File: src/rtl/tmr_err_pkg.sv
// Shared helpers and defaults for the TMR error-collection logic.
// Provides index-width sizing and a saturating add for error event counters.
package tmr_err_pkg;

  localparam int unsigned ERR_CNT_W_DEF        = 8;
  localparam int unsigned ERR_FATAL_THRESH_DEF = 3;

  // Width needed to index n items, never less than one bit.
  function automatic int unsigned idx_w(input int unsigned n);
    int unsigned r;
    r = 0;
    for (int unsigned i = 0; i < 32; i++) begin
      if ((32'd1 << i) < n) r = i + 1;
    end
    return (r == 0) ? 1 : r;
  endfunction

  // cnt + inc, clamped to the largest value representable in w bits.
  function automatic logic [31:0] sat_add(input logic [31:0] cnt,
                                          input logic [31:0] inc,
                                          input int unsigned w);
    logic [32:0] sum;
    logic [32:0] max;
    sum = {1'b0, cnt} + {1'b0, inc};
    max = (33'd1 << w) - 33'd1;
    return 32'((sum > max) ? max : sum);
  endfunction

endpackage

File: src/rtl/tmr_err_prio_enc.sv
// Lowest-index priority encoder; purely combinational, no backpressure.
// hit_vld is set when any request bit is set; hit_idx is the lowest set index.
module tmr_err_prio_enc
  import tmr_err_pkg::*;
#(
  parameter  int unsigned N  = 4,
  localparam int unsigned IW = idx_w(N)
) (
  input  logic [N-1:0]  req,
  output logic          hit_vld,
  output logic [IW-1:0] hit_idx
);

  always_comb begin
    hit_idx = '0;
    for (int i = N - 1; i >= 0; i--) begin
      if (req[i]) hit_idx = IW'(i);
    end
    hit_vld = |req;
  end

endmodule

File: src/rtl/tmr_err_collector.sv
// Aggregates error-sink lines into sticky flags, a saturating event count, first-source capture and fatal/irq.
// All outputs registered, one cycle after the triggering rising edge; no backpressure, every edge is recorded.
module tmr_err_collector
  import tmr_err_pkg::*;
#(
  parameter  int unsigned N_SRC        = 4,
  parameter  int unsigned CNT_W        = ERR_CNT_W_DEF,
  parameter  int unsigned FATAL_THRESH = ERR_FATAL_THRESH_DEF,
  localparam int unsigned IDX_W        = idx_w(N_SRC)
) (
  input  logic                clk_i,
  input  logic                rst_ni,
  input  logic [N_SRC-1:0]    err_i,
  input  logic                clr_i,
  input  logic [N_SRC-1:0]    clr_mask_i,
  input  logic                clr_all_i,
  input  logic [N_SRC-1:0]    irq_en_i,
  output logic [N_SRC-1:0]    sticky_o,
  output logic [CNT_W-1:0]    err_cnt_o,
  output logic                first_valid_o,
  output logic [IDX_W-1:0]    first_idx_o,
  output logic                fatal_o,
  output logic                irq_o,
  (* tmrx_error_sink *)
  output logic                err_o
);

  logic [N_SRC-1:0] prev_q;
  logic [N_SRC-1:0] events;
  logic [5:0]       pop;
  logic             enc_vld;
  logic [IDX_W-1:0] enc_idx;

  logic [N_SRC-1:0] sticky_n;
  logic [CNT_W-1:0] base_cnt;
  logic [CNT_W-1:0] cnt_n;
  logic             fatal_n;
  logic             first_valid_n;
  logic [IDX_W-1:0] first_idx_n;

  assign events = err_i & ~prev_q;

  always_comb begin
    pop = '0;
    for (int i = 0; i < int'(N_SRC); i++) begin
      pop = pop + {5'b0, events[i]};
    end
  end

  tmr_err_prio_enc #(
    .N (N_SRC)
  ) u_prio_enc (
    .req     (events),
    .hit_vld (enc_vld),
    .hit_idx (enc_idx)
  );

  // clr_all_i wipes the state first, then this cycle's events are applied on top.
  always_comb begin
    sticky_n      = sticky_o;
    base_cnt      = err_cnt_o;
    fatal_n       = fatal_o;
    first_valid_n = first_valid_o;
    first_idx_n   = first_idx_o;
    if (clr_all_i) begin
      sticky_n      = '0;
      base_cnt      = '0;
      fatal_n       = 1'b0;
      first_valid_n = 1'b0;
      first_idx_n   = '0;
    end else if (clr_i) begin
      sticky_n = sticky_o & ~clr_mask_i;
    end
    sticky_n = sticky_n | events;
    cnt_n    = CNT_W'(sat_add(32'(base_cnt), 32'(pop), CNT_W));
    if (cnt_n >= CNT_W'(FATAL_THRESH)) fatal_n = 1'b1;
    if (!first_valid_n && enc_vld) begin
      first_valid_n = 1'b1;
      first_idx_n   = enc_idx;
    end
  end

  always_ff @(posedge clk_i or negedge rst_ni) begin
    if (!rst_ni) begin
      prev_q        <= '0;
      sticky_o      <= '0;
      err_cnt_o     <= '0;
      first_valid_o <= 1'b0;
      first_idx_o   <= '0;
      fatal_o       <= 1'b0;
      irq_o         <= 1'b0;
      err_o         <= 1'b0;
    end else begin
      prev_q        <= err_i;
      sticky_o      <= sticky_n;
      err_cnt_o     <= cnt_n;
      first_valid_o <= first_valid_n;
      first_idx_o   <= first_idx_n;
      fatal_o       <= fatal_n;
      irq_o         <= |(sticky_n & irq_en_i);
      err_o         <= |sticky_n;
    end
  end

endmodule

File: config.mk
export PLATFORM = sky130hd
export DESIGN_NAME = tmr_err_collector
export DESIGN_NICKNAME = d
export VERILOG_FILES = /design/src/rtl/tmr_err_pkg.sv /design/src/rtl/tmr_err_prio_enc.sv /design/src/rtl/tmr_err_collector.sv
export SDC_FILE = /design/constraint.sdc
export NUM_CORES = 1
export LEC_CHECK = 0
export ABC_AREA = 1
export CORE_AREA = 8 8 60 62
export DETAILED_ROUTE_END_ITERATION = 8
export DIE_AREA = 0 0 68 70
export PLACE_DENSITY = 0.75
export SLEW_MARGIN = 40
export SYNTH_ARGS = -nofsm -noshare
export SYNTH_HDL_FRONTEND = slang
export SYNTH_HIERARCHICAL = 1
export SYNTH_SLANG_ARGS = --single-unit
export TNS_END_PERCENT = 10
File: constraint.sdc
create_clock -name clk_i -period 4.5 [get_ports clk_i]
set_clock_uncertainty 0.1 [all_clocks]
set_input_delay 0.45 -clock clk_i [delete_from_list [all_inputs] [get_ports clk_i]]
set_output_delay 0.45 -clock clk_i [all_outputs]
set_load 0.005 [all_outputs]
-- Yosys cells after proc, flatten, opt, wreduce, memory -nomap -nowiden
Index checks and enable logic that the tools add are counted.
- muxes and demuxes: 14
- reductions and logical operators: 7
- bitwise gates (word level): 6
- order comparisons: 2
- add/sub/neg operators: 4
- operators with widths (operator ; count):
    8-bit 2-to-1 mux ; 2
    4-bit bitwise AND ; 3
    2-bit 2-to-1 mux ; 6
    4-bit OR reduction ; 3
    8-bit by 4-bit adder with 9-bit output ; 1
    9-bit by 8-bit greater-than comparator with 1-bit output, second input constant ; 1
    8-bit by 2-bit greater-or-equal comparator with 1-bit output, second input constant ; 1
    4-bit 2-to-1 mux ; 2
    4-bit inverter ; 2
    3-bit by 1-bit adder with 4-bit output ; 1
    1-bit 2-to-1 mux ; 4
    4-bit bitwise OR ; 1
    2-bit nonzero test ; 2
    2-bit by 1-bit adder with 3-bit output ; 1
    1-bit by 1-bit adder with 2-bit output ; 1
    1-bit logical AND ; 1
    1-bit zero test ; 1
- word-level logic and storage cells: 41
- input bits: 16
- register bits after elaboration: 22

-- Longest topological paths before layout
- depth in word-level cells: 10
- mapped depth: 14
- depth with buffers taken out: 14

-- Modules after synthesis
Netlist, hierarchy kept.
- by module, submodules not included (module ; cells each ; seq. area each (µm²) ; area an instance (µm²) ; instances):
    tmr_err_collector ; 134 ; 550.5 ; 1123.6 ; 1
    tmr_err_prio_enc ; 9 ; 0.0 ; 46.3 ; 1

-- Least setup slack after synthesis
OpenSTA, ideal clock, no wires.
- path kind: input-to-reg
- start: input port err_i[1]
- end: register fatal_o
- arrival time: 2.518 ns
- cell stages on the path: 12
- slack: 1.757 ns
- data required time: 4.275 ns
- path buffers: 0
- path through: inv_1 nor2_1 fa_1 inv_1 fa_1 fa_1 nor2_2 nand2_1 a21oi_2 nand2_1 nor2_1 nand3_1
- cells in the longest elaborated chain, start to end: 9
- elaborated cells on any way between the ends: 10
- those cells by class: add/sub (4); order compare (2); mux (2); bitwise (1); reduce/logical (1)
- ends and longest elaborated chain (item ; line ; RTL):
    start: declaration ; tmr_err_collector.sv:13 ; input logic [N_SRC-1:0] err_i,
    4-bit bitwise AND (*) ; tmr_err_collector.sv:41 ; assign events = err_i & ~prev_q;
    net events[1] ; tmr_err_collector.sv:29 ; logic [N_SRC-1:0] events;
    1-bit by 1-bit adder with 2-bit output (*) ; tmr_err_collector.sv:46 ; pop = pop + {5'b0, events[i]};
    2-bit by 1-bit adder with 3-bit output (*) ; tmr_err_collector.sv:46 ;
    3-bit by 1-bit adder with 4-bit output (*) ; tmr_err_collector.sv:46 ;
    8-bit by 4-bit adder with 9-bit output (*) ; tmr_err_pkg.sv:24 ; sum = {1'b0, cnt} + {1'b0, inc};
    9-bit by 8-bit greater-than comparator with 1-bit output ; tmr_err_pkg.sv:26 ; return 32'((sum > max) ? max : sum);
    8-bit 2-to-1 mux (*) ; tmr_err_pkg.sv:26 ;
    8-bit by 2-bit greater-or-equal comparator with 1-bit output (*) ; tmr_err_collector.sv:76 ; if (cnt_n >= CNT_W'(FATAL_THRESH)) fatal_n = 1'b1;
    1-bit 2-to-1 mux / 2-bit nonzero test (equally long branches) ; n/a ;
    end signal: assignment ; tmr_err_collector.sv:99 ; fatal_o <= fatal_n;
    end: declaration ; tmr_err_collector.sv:22 ; output logic fatal_o,
Mark *: on every way through the listed nets, which the timed path passes. The rest lies on a longest branch.
A chain may end at the register's enable or synchronous reset.

-- Final worst setup path
Same ends and word-level chain as after synthesis.

==> flow_summary_export.csv <==
group,metric,value,unit
outcome,outcome,"finished, violations left",
outcome,failed_checks,"hold timing",
synthesis,netlist_area,1170,um^2
clocking,insertion_delay,0.30,ns
pwr,clkPwrFrac,18.1,%
critical_path,cp_data_arrival_time,3.21,ns
timing,slew_violations,0,
route,vias,1054,
timing,hold_violations,4,
critical_path,worst-r2r-setup-slack,1.71,ns
clocking,clockBufferDepth,2,
critical_path,crit_path_cell_trace,"clkdlybuf4s50_1 > inv_1 > nor2_1 > fa_1 > inv_1 > fa_1 > fa_1 > inv_2 > nand4_2 > inv_1 > nand2_2 > a21oi_1 > nor2_1 > nand3_1",
pwr,vdd_ir_drop_max,207,uV
final_layout,areaGrowthSynthToFinish,32.1,%
timing,period_share,68.3,%
timing,tightest_slew,0.498,ns
pwr,power.share.switching,30.0,%
timing,max-slew-margin-rel,66.8,%
final_layout,fin_area,1550,um^2
critical_path,cp.depth,14,
die,io_pins,34,
route,drtIter0Drc,70,
clocking,ctsHoldBuffers,0,
critical_path,crit_type,"in2reg",
critical_path,cp.required,4.64,ns
critical_path,max_stage_delay,0.55,ns
critical_path,r2r_end,"fatal_o$_DFFE_PN0P_",
route,routedWlPerCell,13.2,um
die,initial_core_util,43.9,%
clocking,cts_tree,"done",
run,maxCapViolations,0,
placement,gp_congestion,0.946,
route,drt_first_pass_iters,4,
synthesis,synth_cell_types,22,
route,drt.antenna.violating_nets,0,
synthesis,synthCells,143,
pwr,pwr-share-comb,32.2,%
critical_path,end_kind,"flip-flop",
timing,grt_setup_unrepaired,"no",
timing,holdWs,-0.00339,ns
timing,fmax,325,MHz
placement,hpwl,2240,um
clocking,cts_setup_buffers,0,
clocking,cts_root_buf,"clkbuf_4",
timing,tns,0,ns
clocking,cts_resized,0,
critical_path,worstRegToRegCells,12,
critical_path,reg2reg_from,"prev_q[1]$_DFF_PN0_",
die,die_width,68,um
placement,pre_cts_ws,1.11,ns
synthesis,synth-seq-cells,22,
timing,setup_viol_count_final,0,
critical_path,endpoint,"fatal_o$_DFFE_PN0P_",
die,rows,19,
placement,io_buffers,33,
critical_path,cp_num_buf_inv,5,
global_route,antenna_found_initial,0,
min_path,min_path_type,"in2async",
critical_path,crit_fanout,9,
timing,layout_setup_ws,1.43,ns
global_route,grt_pass1_wl,4880,um
die,core-area,2660,um^2
placement,placed_area,1520,um^2
final_layout,nets,200,
pwr,p_per_area,312,nW/um^2
pwr,switchingPower,0.145,mW
final_layout,layout_commonest_cell,"nand2_1",
critical_path,start_kind,"input port",
synthesis,yosysSeqAreaShare,47.1,%
critical_path,slowest_stage,"fa_1",
route,drc,0,
route,post_drt_via_cell_ratio,5.04,
route,routed_wl,2760,um
synthesis,syn-num-nets,163,
pwr,power_frac_seq,49.6,%
synthesis,ys_warn_count,6,
timing,period_minus_slack,3.07,ns
clocking,clock_sinks,22,
final_layout,diodes,0,
synthesis,avgSynthCellArea,8.18,um^2
clocking,htreeDepth,1,
global_route,grt_pass1_vias,1131,
critical_path,critPathTopFamily,"adder cells",
global_route,grt_start_max_net_pins,23,
final_layout,drive_gt1_share,12.4,%
clocking,cts.clk_slew.worst_paths,0.12,ns
pwr,leakage,0.789,nW
die,die_h,70,um
global_route,gr-usage-all-layers,12.7,%
clocking,numCtsBuffers,3,
pwr,cell_internal_pwr,0.338,mW
die,die_area,4760,um^2
global_route,grt_overflow_total,0,
critical_path,startpoint,"err_i[1]",
final_layout,final_cell_mix,"nand2_1, clkdlybuf4s50_1, inv_1",
[final cells by class]
| cell class | instances | area, um^2 |
|---|---|---|
| Timing Repair Buffer | 33 | 325 |
| Fill cell | 245 | 1120 |
| Tap cell | 31 | 38.8 |
| Sequential cell | 22 | 551 |
| Multi-Input combinational cell | 92 | 500 |
| Inverter | 28 | 108 |
| Clock buffer | 3 | 22.5 |
[synth_stat cells]
| master | count | share of area [%] |
|---|---|---|
| o21bai_1 | 1 | 0.64 |
| nand4_2 | 1 | 1.1 |
| xor2_1 | 1 | 0.75 |
| nor2_1 | 14 | 4.5 |
| inv_2 | 4 | 1.3 |
| buf_6 | 1 | 0.96 |
| a31oi_1 | 1 | 0.54 |
| fa_1 | 3 | 5.1 |
| inv_1 | 23 | 7.4 |
| a31o_2 | 3 | 2.2 |
| nor2_2 | 1 | 0.54 |
| ha_1 | 1 | 1.1 |
| nand2_2 | 4 | 2.1 |
| nand4_1 | 3 | 1.6 |
| a21oi_1 | 1 | 0.43 |
| inv_4 | 1 | 0.54 |
| nand3b_1 | 1 | 0.64 |
| dfrtp_1 | 22 | 47 |
| nand2_1 | 39 | 13 |
| nand3_1 | 11 | 4.7 |
| o21ai_0 | 3 | 1.3 |
| a21oi_2 | 4 | 3.0 |
[worst register-to-register path: stages, from the launching register on]
cell     delay (ns)
dfrtp_1        0.34
nor2_1         0.08
fa_1           0.55
inv_1          0.06
fa_1           0.46
fa_1           0.44
inv_2          0.10
nand4_2        0.12
inv_1          0.10
nand2_2        0.11
a21oi_1        0.15
nor2_1         0.06
nand3_1        0.06
[through the flow]
stage	hold WS, ns	power, mW	utilization, %	instances
6_report	-0.00339	0.482	58.0	209
5_1_grt	0.00830	0.521	58.0	209
3_5_place_dp	0.338	0.401	57.2	206
3_3_place_gp	0.401	0.398	57.4	206
4_1_cts	0.0105	0.488	58.0	209
2_1_floorplan	0.0544	0.315	-	143
[cell families after synthesis]
logic type / synth area share (%)
AND/OR/NAND/NOR: 27.7
XOR/XNOR: 0.749
AO/OA/AOI/OAI: 8.13
adder cells (fa/ha/maj): 6.20
flip-flops: 47.1
buffers and inverters: 10.2
[per-layer routing]
layer	GRT usage, %	routed length (um)	up-vias
met1	14.6	1130	493
met5	0	0	-
li1	-	-	513
met2	20.6	1330	46
met4	4.33	14	0
met3	4.78	276	2
[power groups by stage]
stage / clock, mW / sequential [mW] / combinational [mW]
5_1_grt: 0.0999 / 0.243 / 0.178
3_5_place_dp: 0 / 0.244 / 0.158
4_1_cts: 0.0901 / 0.240 / 0.158
2_1_floorplan: 0 / 0.244 / 0.0710
3_3_place_gp: 0 / 0.243 / 0.155
6_report: 0.0875 / 0.239 / 0.155
[flip-flops by register name, summed over array words and instances (netlist names)]
register / cells
err_cnt_o: 8
irq_o: 1
first_valid_o: 1
err_o: 1
fatal_o: 1
first_idx_o: 2
sticky_o: 4
prev_q: 4
[worst min-delay path by stage]
stage / to / cells past startpoint
5_1_grt: err_o$_DFF_PN0_ / 1
3_5_place_dp: err_o$_DFF_PN0_ / 1
4_1_cts: err_o$_DFF_PN0_ / 1
6_report: err_o$_DFF_PN0_ / 1
2_1_floorplan: err_cnt_o[0]$_DFF_PN0_ / 0
3_3_place_gp: first_idx_o[0]$_DFFE_PN0P_ / 2
(Power assumes the default switching activity.)
==> variant 1 (same settings) <==
Change the parameter `N_SRC` from 4 to 5.
--- a/src/rtl/tmr_err_collector.sv
+++ b/src/rtl/tmr_err_collector.sv
@@ -3,7 +3,7 @@
 module tmr_err_collector
   import tmr_err_pkg::*;
 #(
-  parameter  int unsigned N_SRC        = 4,
+  parameter  int unsigned N_SRC        = 5,
   parameter  int unsigned CNT_W        = ERR_CNT_W_DEF,
   parameter  int unsigned FATAL_THRESH = ERR_FATAL_THRESH_DEF,
   localparam int unsigned IDX_W        = idx_w(N_SRC)
Interface: changed (5 resized); port bits go from 34 to 39. The function was not compared with the original's and may differ.
==> variant 1 against the original RTL <==
The flow still finishes with violations (hold timing); combinational power up 28%; largest power group unchanged; synthesized cell count rose by 14%; routed wire length grew 15%; register-to-register slack got worse by 0.66 ns; sequential share of layout area shrank 1.0 points; count of clock-buffer cells in the layout stayed put; worst setup slack got worse by 0.62 ns; power rose by 18%; area after synthesis increased by 18%; cell area increased by 17%; critical path type unchanged; sequential cell count up 3; utilization rose by 9.8 points; highest routed layer unchanged.
==> variant 1: results (changes against the original RTL) <==
Outcome
  – Status: finished with violations
  – Violated checks: hold timing

Setup path
  – Critical path arrival: 3.80 ns (+0.59 ns)
  – Reg2Reg Depth: 15 (+3)

Pwr
  – Highest ir drop seen on vdd: 0.000214 V (+3.3%)
  – Clock group share of total power: 17.4% (-0.7 points)
  – Flop pwr share: 47.6% (-2.0 points)
  – Lkg Pwr: 0.000951 µW (+21%)
  – Total internal power: 389 µW (+15%)

Routing
  – DR iter-0 viols: 43 (-39%)
  – WL met3: 334 µm (+21%)
  – Drt total wl: 3160 µm (+15%)
  – Length of routed met2 wiring: 1510 µm (+13%)
  – Initial DRT Pass Iterations: 5 (+1)
  – Vias/cell: 5.09 (+1.0%)

GRT
  – Total routing usage reported by global routing: 14.2% (+1.5 points)
  – Global-route wire length before repair: 5460 µm (+12%)
  – Maximum number of pins on one net before global-route repair: 26 (+13%)

Cells and area
  – Fraction of final layout cells with drive strength greater than 1: 9.80% (-2.6 points)
  – Layout Nets: 231 (+16%)
  – Largest regs: err_cnt_o x8, prev_q x5, sticky_o x5

STA
  – Hold slack final: -0.00616 ns (-0.00277 ns)
  – Worst slew margin relative to its limit: 64.2% (-2.6 points)
  – Final Hold Fails: 14 (+10)

Place
  – Final weighted congestion of routability-driven global placement: 0.869 (-8.1%)
  – Number of I/O port buffers: 38 (+15%)
  – Half-perimeter wire length after detailed placement: 2620 µm (+17%)

Synthesis
  – Unique cell type count in the Yosys netlist: 26 (+18%)
  – Post-synthesis compound-gate area fraction: 7.45% (-0.67 points)
  – Share of the yosys chip area belonging to registers: 45.5% (-1.6 points)
  – Fraction of the mapped netlist area in adder cells: 8.00% (+1.8 points)
  – Dominant cells by area after synthesis: sky130_fd_sc_hd__dfrtp_1 45%, sky130_fd_sc_hd__nand2_1 9.8%, sky130_fd_sc_hd__inv_1 8.5%
  – Number of nets produced by synthesis: 189 (+16%)
  – Post-synthesis xor/xnor area fraction: 0.636% (-0.11 points)

Clocking
  – Clock transition time at the flip-flop clock pins of the worst setup and hold paths: 0.14 ns (+0.02 ns)
-- variant 1: changes by cell type after synthesis, sizes merged, moves of 2 or more --
cell   delta
nor2      +3
nand3     +8
a21oi     -2
inv       +6
dfrtp     +3
o21ai     +3
ha        +3
nor3      +2
nand2     -4
-- variant 1: area by class of cell --
cell class                 instances  area (µm²)  area share [%]
tap                               31        38.8            2.15
timing repair buffer              38         375            20.8
sequential                        25         626            34.6
clock inverter                     1        5.00           0.277
clock buffer                       3        22.5            1.25
multi-input combinational        103         607            33.6
inverter                          34         133            7.34
-- variant 1: worst reg2reg max path, stage by stage (launching register included) --
cell,delay [ns]
sky130_fd_sc_hd__dfrtp_1,0.38
sky130_fd_sc_hd__nor2_1,0.36
sky130_fd_sc_hd__inv_1,0.12
sky130_fd_sc_hd__fa_1,0.54
sky130_fd_sc_hd__inv_1,0.05
sky130_fd_sc_hd__fa_1,0.46
sky130_fd_sc_hd__ha_1,0.22
sky130_fd_sc_hd__fa_1,0.40
sky130_fd_sc_hd__nand2_1,0.10
sky130_fd_sc_hd__nand2_1,0.10
sky130_fd_sc_hd__nand2_4,0.10
sky130_fd_sc_hd__nand2_1,0.05
sky130_fd_sc_hd__nand2_1,0.08
sky130_fd_sc_hd__nand4_1,0.10
sky130_fd_sc_hd__nor2_1,0.12
sky130_fd_sc_hd__nand3_1,0.08
-- variant 1: per-stage QoR --
step / worst slack (ns) / total power [µW] / util (%) / instances
2_1_floorplan: 1.18 / 373 / - / 163
3_3_place_gp: 0.574 / 469 / 67.0 / 231
3_5_place_dp: 0.436 / 476 / 66.8 / 231
4_1_cts: 0.774 / 577 / 67.9 / 235
5_1_grt: 0.592 / 611 / 67.9 / 235
6_report: 0.804 / 568 / 67.9 / 235
==> variant 2 (same flow settings) <==
Made on the original files. Add an input register stage for `err_i`, `clr_i`, `clr_mask_i`, `clr_all_i` and `irq_en_i`, without a reset; this delays them by one clock. Comments in the files are not updated.
--- a/src/rtl/tmr_err_collector.sv
+++ b/src/rtl/tmr_err_collector.sv
@@ -25,6 +25,20 @@
   output logic                err_o
 );
 
+  logic [N_SRC-1:0] err_q;
+  logic clr_q;
+  logic [N_SRC-1:0] clr_mask_q;
+  logic clr_all_q;
+  logic [N_SRC-1:0] irq_en_q;
+
+  always_ff @(posedge clk_i) begin
+    err_q      <= err_i;
+    clr_q      <= clr_i;
+    clr_mask_q <= clr_mask_i;
+    clr_all_q  <= clr_all_i;
+    irq_en_q   <= irq_en_i;
+  end
+
   logic [N_SRC-1:0] prev_q;
   logic [N_SRC-1:0] events;
   logic [5:0]       pop;
@@ -38,7 +52,7 @@
   logic             first_valid_n;
   logic [IDX_W-1:0] first_idx_n;
 
-  assign events = err_i & ~prev_q;
+  assign events = err_q & ~prev_q;
 
   always_comb begin
     pop = '0;
@@ -62,14 +76,14 @@
     fatal_n       = fatal_o;
     first_valid_n = first_valid_o;
     first_idx_n   = first_idx_o;
-    if (clr_all_i) begin
+    if (clr_all_q) begin
       sticky_n      = '0;
       base_cnt      = '0;
       fatal_n       = 1'b0;
       first_valid_n = 1'b0;
       first_idx_n   = '0;
-    end else if (clr_i) begin
-      sticky_n = sticky_o & ~clr_mask_i;
+    end else if (clr_q) begin
+      sticky_n = sticky_o & ~clr_mask_q;
     end
     sticky_n = sticky_n | events;
     cnt_n    = CNT_W'(sat_add(32'(base_cnt), 32'(pop), CNT_W));
@@ -91,13 +105,13 @@
       irq_o         <= 1'b0;
       err_o         <= 1'b0;
     end else begin
-      prev_q        <= err_i;
+      prev_q        <= err_q;
       sticky_o      <= sticky_n;
       err_cnt_o     <= cnt_n;
       first_valid_o <= first_valid_n;
       first_idx_o   <= first_idx_n;
       fatal_o       <= fatal_n;
-      irq_o         <= |(sticky_n & irq_en_i);
+      irq_o         <= |(sticky_n & irq_en_q);
       err_o         <= |sticky_n;
     end
   end
Formal check against the unedited RTL: not equivalent (a bounded check fails within 4 cycles, from zero or initial values and one cycle with rst_ni low).
==> variant 2 against the original RTL <==
Routed wire length up 8.5%; register-to-register slack got worse by 0.02 ns; sequential power up 56%; sequential cell count grew 14; synthesized cell count up 9.8%; cell area increased by 21%; global-route usage is 1.1 points higher; critical path depth decreased by 2; worst setup slack improved by 0.27 ns; area after synthesis increased by 24%; power grew 46%; worst hold slack gained 0.25 ns; highest routed layer unchanged.
==> variant 2: results (changes against the original RTL) <==
Outcome
  – Status: complete, no violations

Synthesis
  – Number of nets produced by synthesis: 177 (+8.6%)
  – Fraction of the mapped netlist area in adder cells: 5.00% (-1.2 points)
  – Dominant cells by area after synthesis: sky130_fd_sc_hd__dfrtp_1 38%, sky130_fd_sc_hd__dfxtp_1 19%, sky130_fd_sc_hd__nand2_1 10%
  – Share of the yosys chip area belonging to registers: 57.3% (+10 points)
  – Post-synthesis compound-gate area fraction: 6.56% (-1.6 points)
  – Unique cell type count in the Yosys netlist: 23 (+4.5%)
  – Cell types with the highest counts after synthesis: 39 x sky130_fd_sc_hd__nand2_1, 23 x sky130_fd_sc_hd__inv_1, 22 x sky130_fd_sc_hd__dfrtp_1
  – Synth async-reset ratio: 61.1% (-39 points)
  – Post-synthesis xor/xnor area fraction: 0.604% (-0.14 points)
  – Mux contribution to synthesized area: 0% (unchanged)

Clocking
  – Clock buffers created by TritonCTS: 5 (+2)
  – Root Buffer: sky130_fd_sc_hd__clkbuf_4
  – CTS-repair resized insts: 0 (unchanged)
  – Clock transition time at the flip-flop clock pins of the worst setup and hold paths: 0.10 ns (-0.02 ns)
  – H-tree lvl count: 2 (+1)
  – Clk Latency, worst-skew pair: 0.33 ns (+0.03 ns)

Routing
  – Vias/cell: 4.93 (-2.2%)
  – Average wire per cell in the routed design: 13.1 µm (-1.0%)
  – DR iter-0 viols: 37 (-47%)
  – Initial DRT Pass Iterations: 4 (unchanged)

GRT
  – Total routing usage reported by global routing: 13.8% (+1.1 points)
  – Antenna violations before repair: 0 (unchanged)
  – Maximum number of pins on one net before global-route repair: 23 (unchanged)
  – Number of global-route vias before repair: 1181 (+4.4%)
  – Global-route wire length before repair: 5080 µm (+4.1%)

Setup path
  – Crit Path Max Fanout: 3 (-6)
  – Reg2Reg Setup Slack: 1.69 ns (-0.02 ns)
  – Reg-to-reg critical path endpoint: fatal_o
  – Startpoint of the worst setup timing path: err_q[1]
  – Worst path slowest cell: sky130_fd_sc_hd__fa_1
  – Critical path arrival: 2.92 ns (-0.29 ns)
  – Kind of cell adding the most delay to the critical path: adder cells
  – Type of the setup path with the least slack: flop to flop

Min path
  – Class of the worst hold path: flop to flop

Pwr
  – Lkg Pwr: 0.000935 µW (+19%)
  – Highest ir drop seen on vdd: 0.000317 V (+53%)

Cells and area
  – Flip-flop count of the largest register after layout: 8 (unchanged)
  – Layout Nets: 217 (+8.5%)
  – Fraction of final layout cells with drive strength greater than 1: 13.6% (+1.3 points)
  – Number of fill cells in the layout: 212 (-13%)
  – Total inserted antenna cells: 0 (unchanged)
  – Largest reg by FF count: err_cnt_o

Place
  – Final weighted congestion of routability-driven global placement: 0.914 (-3.4%)
  – Number of I/O port buffers: 33 (unchanged)
  – Half-perimeter wire length after detailed placement: 2350 µm (+4.9%)

STA
  – Setup_tns: 0 ns (unchanged)
  – Slew @ Worst Pin: 0.485 ns (-0.0130 ns)
-- variant 2: logic make-up (layout without fill, tap and decap cells) --
logic type	after synthesis	in the layout
simple gates	74	74
flops	36	36
buf+inv	29	70
xor+xnor	1	1
fa+ha+maj	4	4
compound gates	13	13
-- variant 2: where the power goes --
group	leakage [µW]	internal (µW)	total, µW	switching [µW]
logic	0.000506	83.8	154	70.3
clock network	0.0000380	74.3	176	101
registers	0.000391	354	373	19.6
total	0.000935	512	703	191
-- variant 2: timing repair --
item                      4_1_cts  5_1_grt
hold buffers                    1        0
hold endpoints to repair       22        0
setup buffers                   0        0
-- variant 2: metal layers --
metal / track usage [%] / up-vias / part of all wire [%]
met5: 0 / - / 0
met4: 6.15 / 0 / 1.8
met3: 5.42 / 7 / 6.2
met2: 22.1 / 28 / 49
met1: 15.5 / 527 / 43
li1: - / 567 / -
-- variant 2: how the worst min path moves through the flow --
stage,slack [ns],from,end,cells after the start
floorplan,0.05,rst_ni,err_cnt_o[0],0
global placement,0.23,err_q[1],prev_q[1],0
detailed placement,0.24,err_q[2],prev_q[2],0
CTS,0.25,err_q[2],prev_q[2],0
global route,0.26,err_q[1],prev_q[1],0
finish,0.25,err_q[0],prev_q[0],0
-- variant 2: final cells by class --
class / instances / area share (%)
Sequential cell: 36 / 44.3
Multi-Input combinational cell: 92 / 26.7
Timing Repair Buffer: 34 / 17.9
Inverter: 28 / 5.74
Clock buffer: 6 / 2.74
Tap cell: 31 / 2.07
Clock inverter: 2 / 0.534
-- variant 2: through the flow --
| step | instances | utilization (%) | setup WS (ns) | total power [µW] | area, µm² |
|---|---|---|---|---|---|
| 3_5_place_dp | 220 | 67.7 | 1.68 | 536 | 1800 |
| 2_1_floorplan | 157 | - | 1.91 | 451 | 1450 |
| 4_1_cts | 229 | 70.4 | 1.67 | 711 | 1870 |
| 5_1_grt | 229 | 70.4 | 1.53 | 746 | 1870 |
| 6_report | 229 | 70.4 | 1.69 | 703 | 1870 |
| 3_3_place_gp | 220 | 67.9 | 1.81 | 532 | 1810 |
-- variant 2: worst register-to-register path, stage by stage, from the launching register on --
cell	delay, ns
sky130_fd_sc_hd__dfxtp_1	0.32
sky130_fd_sc_hd__inv_1	0.05
sky130_fd_sc_hd__nor2_1	0.07
sky130_fd_sc_hd__fa_1	0.54
sky130_fd_sc_hd__inv_1	0.06
sky130_fd_sc_hd__fa_1	0.46
sky130_fd_sc_hd__fa_1	0.43
sky130_fd_sc_hd__nor2_2	0.20
sky130_fd_sc_hd__nand2_1	0.12
sky130_fd_sc_hd__a21oi_2	0.14
sky130_fd_sc_hd__nand2_1	0.06
sky130_fd_sc_hd__nor2_1	0.09
sky130_fd_sc_hd__nand3_1	0.08
